$ cat config.mk
export PLATFORM = sky130hd
export DESIGN_NAME = fifo_wr_arbiter
export DESIGN_NICKNAME = d
export VERILOG_FILES = /design/src/rtl/fifo_arb_pkg.sv /design/src/rtl/fifo_wr_arbiter_rr_grant.sv /design/src/rtl/fifo_wr_arbiter.sv
export SDC_FILE = /design/constraint.sdc
export NUM_CORES = 1
export LEC_CHECK = 0
export CAP_MARGIN = 20
export CORE_AREA = 2 2 58 60
export DETAILED_ROUTE_END_ITERATION = 8
export DIE_AREA = 0 0 60 62
export HOLD_SLACK_MARGIN = 0.03
export PLACE_DENSITY = 0.73
export SYNTH_ARGS = -nofsm -noshare
export SYNTH_HDL_FRONTEND = slang
export SYNTH_SLANG_ARGS = --single-unit
export TNS_END_PERCENT = 10
$ cat constraint.sdc
create_clock -name CLK -period 1.8 [get_ports CLK]
set_input_delay 0.45 -clock CLK [delete_from_list [all_inputs] [get_ports CLK]]
set_output_delay 0.45 -clock CLK [all_outputs]
set_load 0.05 [all_outputs]
$ cat src/rtl/fifo_arb_pkg.sv
// ---------------------------------------------------------------------------
// fifo_arb_pkg
// Shared types and constants for the TX-FIFO write-port arbiter.
//   arb_state_e  - arbiter FSM state encoding
//   ARB_NUM_REQ  - default requester count
//   ARB_IDX_W    - grant index width for the default requester count
//   arb_idx_w()  - grant index width for any requester count (minimum 1)
// ---------------------------------------------------------------------------
package fifo_arb_pkg;

   typedef enum logic [1:0] {
      ARB_IDLE    = 2'd0,
      ARB_SEND_LO = 2'd1,
      ARB_SEND_HI = 2'd2
   } arb_state_e;

   localparam int ARB_NUM_REQ = 2;
   localparam int ARB_IDX_W   = $clog2(ARB_NUM_REQ);

   // A single requester still needs a 1-bit index so port widths stay legal.
   function automatic int arb_idx_w(input int num_req);
      return (num_req > 1) ? $clog2(num_req) : 1;
   endfunction

endpackage : fifo_arb_pkg

$ cat src/rtl/fifo_wr_arbiter_rr_grant.sv
// ---------------------------------------------------------------------------
// rr_grant
// Combinational round-robin grant: picks the first set request bit searching
// from ptr upward, wrapping at NUM_REQ.
//   req      in   NUM_REQ  request vector
//   ptr      in   IDX_W    highest-priority requester index
//   gnt      out  NUM_REQ  one-hot grant (all zero when no request)
//   idx      out  IDX_W    binary index of the granted requester
//   any_req  out  1        at least one request bit set
// ---------------------------------------------------------------------------
module rr_grant
   import fifo_arb_pkg::*;
#(
   parameter int NUM_REQ = ARB_NUM_REQ,
   parameter int IDX_W   = ARB_IDX_W
) (
   input  logic [NUM_REQ-1:0] req,
   input  logic [IDX_W-1:0]   ptr,
   output logic [NUM_REQ-1:0] gnt,
   output logic [IDX_W-1:0]   idx,
   output logic               any_req
);

   logic found;

   // NOTE: every output of a combinational block gets a default first so no
   // path through the loops can leave it unassigned and infer a latch.
   always_comb begin
      gnt     = '0;
      idx     = '0;
      found   = 1'b0;
      any_req = |req;
      // Offset 0 is the current priority holder; later offsets wrap around.
      for (int off = 0; off < NUM_REQ; off++) begin
         for (int i = 0; i < NUM_REQ; i++) begin
            if (!found && req[i] && (((int'(ptr) + off) % NUM_REQ) == i)) begin
               found  = 1'b1;
               gnt[i] = 1'b1;
               idx    = IDX_W'(i);
            end
         end
      end
   end

endmodule : rr_grant

$ cat src/rtl/fifo_wr_arbiter.sv
// ---------------------------------------------------------------------------
// fifo_wr_arbiter
// Shares the TX-FIFO write port between NUM_REQ producers. A round-robin grant
// latches one requester's payload, then serialises 1 or 2 bytes (low byte
// first) into the FIFO, stalling while FIFO_FULL is high.
//   CLK           in   1                     clock
//   RST           in   1                     async, active-high reset
//   REQ_VLD       in   NUM_REQ               request, held until its REQ_ACK
//   REQ_TWO_BYTE  in   NUM_REQ               1 = two bytes, 0 = low byte only
//   REQ_DATA      in   NUM_REQ*2*DATA_WIDTH  requester i at [i*2W +: 2W]
//   REQ_ACK       out  NUM_REQ               pulse with the frame's last write
//   FIFO_FULL     in   1                     FIFO full flag
//   FIFO_WR_INC   out  1                     FIFO write strobe
//   FIFO_P_DATA   out  DATA_WIDTH            FIFO write data
//   BUSY          out  1                     a frame is in progress
// ---------------------------------------------------------------------------
module fifo_wr_arbiter
   import fifo_arb_pkg::*;
#(
   parameter int NUM_REQ    = ARB_NUM_REQ,
   parameter int DATA_WIDTH = 8
) (
   input  logic                           CLK,
   input  logic                           RST,
   input  logic [NUM_REQ-1:0]             REQ_VLD,
   input  logic [NUM_REQ-1:0]             REQ_TWO_BYTE,
   input  logic [NUM_REQ*2*DATA_WIDTH-1:0] REQ_DATA,
   output logic [NUM_REQ-1:0]             REQ_ACK,
   input  logic                           FIFO_FULL,
   output logic                           FIFO_WR_INC,
   output logic [DATA_WIDTH-1:0]          FIFO_P_DATA,
   output logic                           BUSY
);

   localparam int IDX_W = arb_idx_w(NUM_REQ);
   localparam int PW    = 2 * DATA_WIDTH;

   arb_state_e          state;
   logic [IDX_W-1:0]    rr_ptr;
   logic [PW-1:0]       lat_data;
   logic                lat_two;
   logic [IDX_W-1:0]    lat_idx;

   logic [NUM_REQ-1:0]  gnt;
   logic [IDX_W-1:0]    gnt_idx;
   logic                any_req;
   logic [PW-1:0]       sel_data;
   logic [IDX_W-1:0]    next_ptr;
   logic                last_wr;

   rr_grant #(
      .NUM_REQ (NUM_REQ),
      .IDX_W   (IDX_W)
   ) u_rr_grant (
      .req     (REQ_VLD),
      .ptr     (rr_ptr),
      .gnt     (gnt),
      .idx     (gnt_idx),
      .any_req (any_req)
   );

   // One-hot grant, so OR-ing the masked payload slices selects exactly one.
   always_comb begin
      sel_data = '0;
      for (int i = 0; i < NUM_REQ; i++) begin
         if (gnt[i]) sel_data = sel_data | REQ_DATA[i*PW +: PW];
      end
   end

   // The requester just served drops to lowest priority.
   assign next_ptr = (lat_idx == IDX_W'(NUM_REQ - 1)) ? '0 : lat_idx + IDX_W'(1);

   // NOTE: state registers use non-blocking assignments so every flop samples
   // the pre-edge values, independent of statement order.
   always_ff @(posedge CLK or posedge RST) begin
      if (RST) begin
         state    <= ARB_IDLE;
         rr_ptr   <= '0;
         lat_data <= '0;
         lat_two  <= 1'b0;
         lat_idx  <= '0;
      end else begin
         case (state)
            ARB_IDLE: begin
               if (any_req) begin
                  lat_data <= sel_data;
                  lat_two  <= |(REQ_TWO_BYTE & gnt);
                  lat_idx  <= gnt_idx;
                  state    <= ARB_SEND_LO;
               end
            end
            ARB_SEND_LO: begin
               if (!FIFO_FULL) begin
                  if (lat_two) begin
                     state <= ARB_SEND_HI;
                  end else begin
                     rr_ptr <= next_ptr;
                     state  <= ARB_IDLE;
                  end
               end
            end
            ARB_SEND_HI: begin
               if (!FIFO_FULL) begin
                  rr_ptr <= next_ptr;
                  state  <= ARB_IDLE;
               end
            end
            default: state <= ARB_IDLE;
         endcase
      end
   end

   // Write-side outputs decode straight from state so a full FIFO blocks the
   // strobe in the same cycle it rises.
   assign FIFO_WR_INC = (state != ARB_IDLE) && !FIFO_FULL;
   assign BUSY        = (state != ARB_IDLE);
   assign last_wr     = FIFO_WR_INC && ((state == ARB_SEND_HI) || !lat_two);

   always_comb begin
      case (state)
         ARB_SEND_LO: FIFO_P_DATA = lat_data[DATA_WIDTH-1:0];
         ARB_SEND_HI: FIFO_P_DATA = lat_data[PW-1:DATA_WIDTH];
         default:     FIFO_P_DATA = '0;
      endcase
   end

   always_comb begin
      REQ_ACK = '0;
      for (int i = 0; i < NUM_REQ; i++) begin
         REQ_ACK[i] = last_wr && (lat_idx == IDX_W'(i));
      end
   end

endmodule : fifo_wr_arbiter

# == Word-level counts from Yosys, hierarchy flattened ==
# Cells that the tools add are included.
# totals
inputBits,39
out_inout_bits,12
register_bits,21
word_cells,66
# classes
n_addsub,2
n_eq_ne,7
n_mux,21
bitwise_logic,4
n_reduce_logical,27
# op_table
operator,count
32-bit zero test,2
16-bit 2-to-1 mux,2
16-bit OR,1
8-bit case mux with 2 select lines,1
1-bit 2-to-1 mux,12
1-bit logical AND,11
2-bit 2-to-1 mux,4
2-bit != test (second input constant),4
2-bit case mux with 3 select lines,1
1-bit zero test,5
2-bit equality test (second input constant),2
4-bit AND reduction,1
2-bit nonzero test,2
2-bit OR reduction,2
3-bit AND reduction,1
1-bit adder (second input constant),2
2-bit AND,1
2-bit by 1-bit equality test with 1-bit output (second input constant),1
2-bit zero test,1
1-bit case mux with 2 select lines,1
2-bit AND reduction,1
1-bit AND (first input constant),1
1-bit logical OR,1
1-bit NOT,1

# == Longest topological paths before layout ==
# Gate-level depths: netlist of the first run.
# logic_depth
word_depth,17
mapped_depth,7
mapped_depth_nobuf,5

# == By module ==
# Synthesis of the first run repeated with hierarchy kept, for this count alone.
# hier_totals
cells_unflattened,130
hier_area_um2,1330.0
# by_module_without_submodules
module,cells_each,n_inst,area_per_inst_um2,seq_area_each_um2
fifo_wr_arbiter,125,1,1297.5,525.5
rr_grant,5,1,32.5,0.0

# == Worst setup path before layout of the first run ==
# OpenSTA, ideal clock, no wires.
# synth_path
path_type,flip-flop to output port
startpoint,reg state[0]
endpoint,out REQ_ACK[0]
t_arrival_ns,3.389
n_path_buf,1
setup_slack_ns,-2.039
stages_incl_launch_ff,6
cell_sequence,dfrtp_1 > inv_1 > ha_1 > clkbuf_1 > inv_1 > a2111oi_0
# synth_via
elab_chain_len,4
elab_cells_between_ends,6
classes_between,eq/ne: 1; reduce/logical: 5
# synth_rtl
element,line_no,text
"start, declared",fifo_wr_arbiter.sv:38,arb_state_e state;
"start signal, assigned",fifo_wr_arbiter.sv:77,state <= ARB_IDLE;
"start signal, assigned",fifo_wr_arbiter.sv:89,state <= ARB_SEND_LO;
"start signal, assigned",fifo_wr_arbiter.sv:95,state <= ARB_SEND_HI;
2-bit equality test or 2-bit nonzero test (tied branches),"fifo_wr_arbiter.sv:117, fifo_wr_arbiter.sv:115",
1-bit logical OR or 1-bit logical AND (tied branches),"fifo_wr_arbiter.sv:117, fifo_wr_arbiter.sv:115",
1-bit logical AND *,fifo_wr_arbiter.sv:117,assign last_wr = FIFO_WR_INC && ((state == ARB_SEND_HI) || !lat_two);
1-bit logical AND *,fifo_wr_arbiter.sv:130,REQ_ACK[i] = last_wr && (lat_idx == IDX_W'(i));
"end, declared",fifo_wr_arbiter.sv:28,"output logic [NUM_REQ-1:0] REQ_ACK,"
# Every way passes the cells marked *; elsewhere a longest branch is shown, timed or not.

# == Worst setup path after layout of the first run ==
# layout_path
startpoint,reg state[0]
endpoint,out FIFO_P_DATA[6]
# layout_via
elab_chain_len,2
elab_cells_between_ends,3
classes_between,eq/ne: 2; mux: 1
# layout_rtl
element,line_no,text
2-bit equality test or 2-bit by 1-bit equality test with 1-bit output (tied branches),fifo_wr_arbiter.sv:120,case (state)
8-bit case mux with 2 select lines *,fifo_wr_arbiter.sv:120,
"end, declared",fifo_wr_arbiter.sv:31,"output logic [DATA_WIDTH-1:0] FIFO_P_DATA,"
# Marked as above.

==> results of run 1 <==
[per-stage QoR]
| stage | cells | hold slack, ns | TNS [ns] | total power [uW] |
|---|---|---|---|---|
| final | 217 | 0.477 | -2.47 | 3460 |
| after floorplan | 111 | 0.427 | -1.43 | 2110 |
| after detailed placement | 207 | 0.503 | -2.24 | 2790 |
| after CTS | 217 | 0.485 | -2.51 | 3430 |
| after global placement | 207 | 0.498 | -2.00 | 2730 |
| after global routing | 217 | 0.492 | -3.62 | 3630 |
[cell type report]
class	count	area, sq um	share of cell area [%]
sequential	21	526	24.8
multi-input combinational	74	739	34.9
tap	46	57.6	2.72
inverter	6	22.5	1.06
clock buffer	4	26.3	1.24
timing repair buffer	66	746	35.2
[path summary, 6_finish.rpt]
kind                             start              to  slack, ns  cells past startpoint
min in group CLK           lat_data[5]     lat_data[5]       0.55                      1
min reg2reg                lat_data[5]     lat_data[5]       0.55                      1
max in group asynchronous          RST    lat_data[13]       1.10                      3
min                                RST         lat_two       0.48                      3
max                           state[0]  FIFO_P_DATA[6]      -0.23                      5
max reg2reg                   state[1]     lat_data[7]       0.03                      8
[logic make-up after synthesis]
family | Yosys count | synth area share (%)
multiplexers | 2 | 1.82
flip-flops | 21 | 44.9
AND/OR/NAND/NOR | 31 | 16.3
buffers and inverters | 16 | 6.84
AO/OA/AOI/OAI | 38 | 27.0
adder cells (fa/ha/maj) | 3 | 3.21
[power groups by stage]
stage                     combinational, uW  clock [uW]  sequential, uW
final                                  2330         222             905
after global routing                   2450         249             930
after CTS                              2300         226             899
after detailed placement               1910           0             881
after global placement                 1870           0             868
after floorplan                        1280           0             832
[critical path: stages, from the launching register on]
cell     delay, ns
dfrtp_1       0.41
buf_4         0.15
ha_4          0.22
a22oi_2       0.27
nor2b_4       0.07
buf_12        0.15
[layout by cell type, fill, tap and decap left out, types with 2 or more instances in the layout]
| cell | Yosys | layout |
|---|---|---|
| clkdlybuf4s50_1 | 0 | 37 |
| dfrtp_1 | 21 | 21 |
| and3_1 | 13 | 13 |
| a221o_1 | 13 | 13 |
| buf_4 | 0 | 13 |
| buf_12 | 0 | 11 |
| a22oi_2 | 0 | 8 |
| nor2b_4 | 0 | 8 |
| nor2_1 | 6 | 6 |
| inv_2 | 0 | 4 |
| a32oi_1 | 4 | 4 |
| a21oi_1 | 4 | 4 |
| ha_4 | 0 | 3 |
| clkbuf_4 | 0 | 3 |
| buf_6 | 2 | 3 |
| o21ai_0 | 2 | 2 |
| a2111oi_4 | 0 | 2 |
| inv_1 | 6 | 2 |
[flip-flops by register name (all words and copies together), names as in the netlist]
signal    count
lat_idx       1
lat_two       1
state         2
lat_data     16
rr_ptr        1
[what timing repair did]
action                                  4_1_cts  5_1_grt
hold endpoints to repair                      0        0
setup buffers                                 6        0
pin swaps                                     6        0
endpoints found under the setup margin       12       26
resized for setup                            26        2
[routing by layer]
layer,track usage (%),wire [um]
met1,23.6,1500
met2,41.6,2100
met3,3.31,154
met4,7.30,43
met5,0,0
==> qor.yml, run 1 <==
die_h_um: 62
cts.sinks: 21
core_area_sq_um: 3180
slew_violations: 0
grt-ovfl-total: 0
drive_gt1_share_pct: 35.1
syn_nets: 153
die_area_sq_um: 3720
viasPerCell: 5.39
rsz0062_at_grt: "yes"
finalCritPeriodShare_pct: 113
dpl_cell_area_sq_um: 1920
required_ns: 1.35
cts-root-buf: "clkbuf_4"
fin_area_sq_um: 2120
min_path_type: "in -> async"
synth_edf_count: 0
switchingPower_uw: 1480
die_w_um: 60
netlist_area_sq_um: 1170
cts.clk_slew.worst_paths_ns: 0.11
pwr-share-seq_pct: 26.2
setup_ws_ns: -0.230
io_buffers: 50
synth_seq_cells: 21
clock_skew_ns: 0.00853
antenna_found_initial: 0
status: "finished, violations left"
start_kind: "flop"
cts_tree: "built"
power.internal_uw: 1980
drc: 0
clock_path_buffers: 2
synth_area_leaders: "dfrtp_1 45%, a221o_1 11%, and3_1 7.0%"
clock_latency_ns: 0.30
p_sw_share_pct: 42.7
synth_area_leader_cell: "dfrtp_1"
dpl_worst_slack_ns: -0.283
crit_type: "reg -> out"
vias: 1170
drt_iter0_drc: 43
grt_pass1_vias: 1271
drt_pass1_iterations: 4
syn_to_final_growth_pct: 81.0
htreeDepth: 1
violations: "setup timing"
crit_path_end_kind: "output pin"
power.leakage_uw: 0.000888
relSlewSlack_pct: 60.8
grt_first_pass_wirelength_um: 5780
synthArstFlopShare_pct: 100
io_pins: 51
dp_hpwl_um: 2690
vdd_drop_max_uv: 843
synth_most_common_cell: "dfrtp_1"
nets: 214
wl_um: 3800
post_drt_wl_per_cell_um: 17.5
nFillCells: 262
max-cap-violations: 0
power.density_nw_per_um2: 1630
p_comb_share_pct: 67.4
synth_flop_cell: "dfrtp_1"
diodes: 0
arrival_ns: 1.58
track_usage_pct: 21.4
grt_max_degree: 22
ant_nets: 0
synthTopCellsByCount: "21 x dfrtp_1, 13 x a221o_1, 13 x and3_1"
yosysTopAreaCellShare_pct: 44.9
min_period_ns: 2.03
netlist_instances: 111
max_freq_mhz: 493
avgSynthCellArea_sq_um: 10.5
utilization_pct: 66.6
start_util_pct: 36.8
cts_hold_buf: 0
worst_pin_slew_ns: 0.585
cts_buffers: 3
place_congestion: 0.885
synth.distinct_cells: 27
fp-row-count: 21
synth_warnings: 0
synth-seq-area-share_pct: 44.9
hold_viol_final: 0
setup_viol: 12
path_max_fanout: 11
clockPowerShare_pct: 6.4
Power figures use the tool's default switching activity.
==> inputs of run 2 (changes only) <==
Settings changed: CORE_AREA 2 2 58 60 to 10 10 66 68, DIE_AREA 0 0 60 62 to 0 0 76 78.
==> run 2 against run 1 <==
Compared with the run above:
- the flow still finishes with violations (setup timing)
- register-to-register slack gained 0.08 ns
- sequential cell count stayed put
- cell area down 3.2%
- critical path type unchanged
- highest routed layer unchanged
==> qor.yml, run 2 (synthesized netlist as in run 1, its figures left out) <==
core_area_sq_um: 3180  # unchanged
setup_viol: 11  # -1
crit_path_end_kind: "output pin"
min_period_ns: 2.03  # -0.00293 ns
p_sw_share_pct: 43.1  # +0.44 points
cts-root-buf: "clkbuf_4"
grt-ovfl-total: 0  # unchanged
largest-register: "lat_data"
top_regs: "lat_data (16), state (2)"
grt_pass1_vias: 1273  # +0.16%
diodes: 0  # unchanged
utilization_pct: 64.5  # -2.1 points
worst_pin_slew_ns: 0.366  # -0.219 ns
crit_family: "flip-flops"
slowest_stage: "dfrtp_1"
wl_um: 4130  # +8.8%
clock_latency_ns: 0.31  # about the same
p_comb_share_pct: 65.7  # -1.7 points
largest_reg_flops: 16  # unchanged
setup-tns-final_ns: -2.03  # +0.444 ns
post_drt_wl_per_cell_um: 19.0  # +8.3%
max-cap-violations: 0  # unchanged
ant_nets: 0  # unchanged
arrival_ns: 1.58  # about the same
die_h_um: 78  # +26%
vdd_drop_max_uv: 1180  # +39%
seqCellArea_sq_um: 526  # unchanged
cts_buffers: 3  # unchanged
crit_type: "reg -> out"
clock_skew_ns: 0.0129  # +0.00439 ns
drc: 0  # unchanged
path_buf_inv: 2  # unchanged
final_cell_mix: "37 x clkdlybuf4s50_1, 21 x dfrtp_1, 14 x buf_4"
clockPowerShare_pct: 7.3  # +0.9 points
violations: "setup timing"
nets: 215  # +0.47%
start_kind: "flop"
relSlewSlack_pct: 75.4  # +15 points
rsz0062_at_grt: "yes"
required_ns: 1.35  # about the same
antenna_found_initial: 0  # unchanged
final_common_cell: "clkdlybuf4s50_1"
setup_ws_ns: -0.227  # +0.00293 ns
fp-row-count: 21  # unchanged
viasPerCell: 5.33  # -1.1%
power.internal_uw: 1870  # -6.0%
cts.clk_slew.worst_paths_ns: 0.13  # +0.02 ns
htreeDepth: 1  # unchanged
cp_cell_sequence: "inv_2 -> ha_4 -> a2111oi_4 -> buf_12"
finalCritPeriodShare_pct: 113  # -0.16 points
power.leakage_uw: 0.000866  # -2.5%
syn_to_final_growth_pct: 75.2
io_buffers: 50  # unchanged
track_usage_pct: 14.0  # -7.4 points
dpl_cell_area_sq_um: 1920  # +0.39%
path_max_fanout: 6  # -5
cts.sinks: 21  # unchanged
start_util_pct: 36.8  # unchanged
switchingPower_uw: 1410  # -4.3%
nFillCells: 249  # -5.0%
vias: 1162  # -0.68%
cp_slowest_stage_delay_ns: 0.44  # +0.03 ns
max_freq_mhz: 493  # +0.14%
slew_violations: 0  # unchanged
drt_pass1_iterations: 4  # unchanged
cts_tree: "built"
cts_hold_buf: 0  # unchanged
io_pins: 51  # unchanged
place_congestion: 0.806  # -8.9%
die_w_um: 76  # +27%
dpl_worst_slack_ns: -0.249  # +0.0337 ns
clock_path_buffers: 2  # unchanged
grt_first_pass_wirelength_um: 6780  # +17%
drt_iter0_drc: 142  # +230%
status: "finished, violations left"
pwr-share-seq_pct: 27.0  # +0.8 points
power.density_nw_per_um2: 1600  # -2.1%
multiInputGateArea_sq_um: 672  # -9.1%
die_area_sq_um: 5930  # +59%
min_path_type: "in -> async"
hold_viol_final: 0  # unchanged
fin_area_sq_um: 2050  # -3.2%
grt_max_degree: 22  # unchanged
dp_hpwl_um: 3150  # +17%
drive_gt1_share_pct: 32.0  # -3.1 points
-- run 2: cell type report --
| type | count | share of cell area (%) |
|---|---|---|
| Timing Repair Buffer | 67 | 36.3 |
| Multi-Input combinational cell | 74 | 32.8 |
| Sequential cell | 21 | 25.6 |
| Clock buffer | 4 | 1.28 |
| Inverter | 6 | 1.22 |
| Tap cell | 46 | 2.81 |
-- run 2: routing by layer --
layer,global-route usage [%],vias to the layer above,routed length [um]
li1,-,544,-
met1,16.1,562,1700
met2,25.7,50,2190
met3,2.30,6,183
met4,4.55,0,55
met5,0,-,0
-- run 2: tightest hold or removal path, delay by kind of cell --
kind | cells | cell delay, ns
buffers and inverters | 3 | 0.72
-- run 2: path summary, 6_finish.rpt --
path,startpoint,to,slack [ns],cells after the start
max in group asynchronous,RST,lat_data[6],1.11,3
min in group CLK,lat_data[5],lat_data[5],0.53,1
worst max register to register,state[0],state[0],0.11,6
worst max-delay path,state[1],REQ_ACK[1],-0.23,4
worst min register to register,lat_data[5],lat_data[5],0.53,1
worst min-delay path,RST,lat_data[1],0.45,3
-- run 2: metrics by stage --
step / power, uW / instances / hold WS [ns]
detailed placement: 2810 / 208 / 0.504
finish: 3280 / 218 / 0.450
global placement: 2750 / 208 / 0.497
floorplan: 2110 / 111 / 0.427
CTS: 3250 / 218 / 0.479
global route: 3450 / 218 / 0.499
-- run 2: what timing repair did --
| action | CTS | global route |
|---|---|---|
| resized for setup | 13 | 1 |
| endpoints found under the setup margin | 13 | 12 |
| pin swaps | 4 | 2 |
| gates cloned | 1 | 0 |
| setup buffers | 5 | 0 |
| endpoints found under the hold margin | 0 | 0 |
-- run 2: power groups by stage --
stage	registers (uW)	clock network, uW	logic [uW]
floorplan	832	0	1280
global placement	878	0	1870
detailed placement	887	0	1920
CTS	884	231	2140
global route	915	264	2270
finish	887	239	2150
==> inputs of run 3 (changes only) <==
Settings changed: CAP_MARGIN 20 to 15.
==> results of run 3 <==
The final DEF is identical to that of run 2; final timing and power are the same.
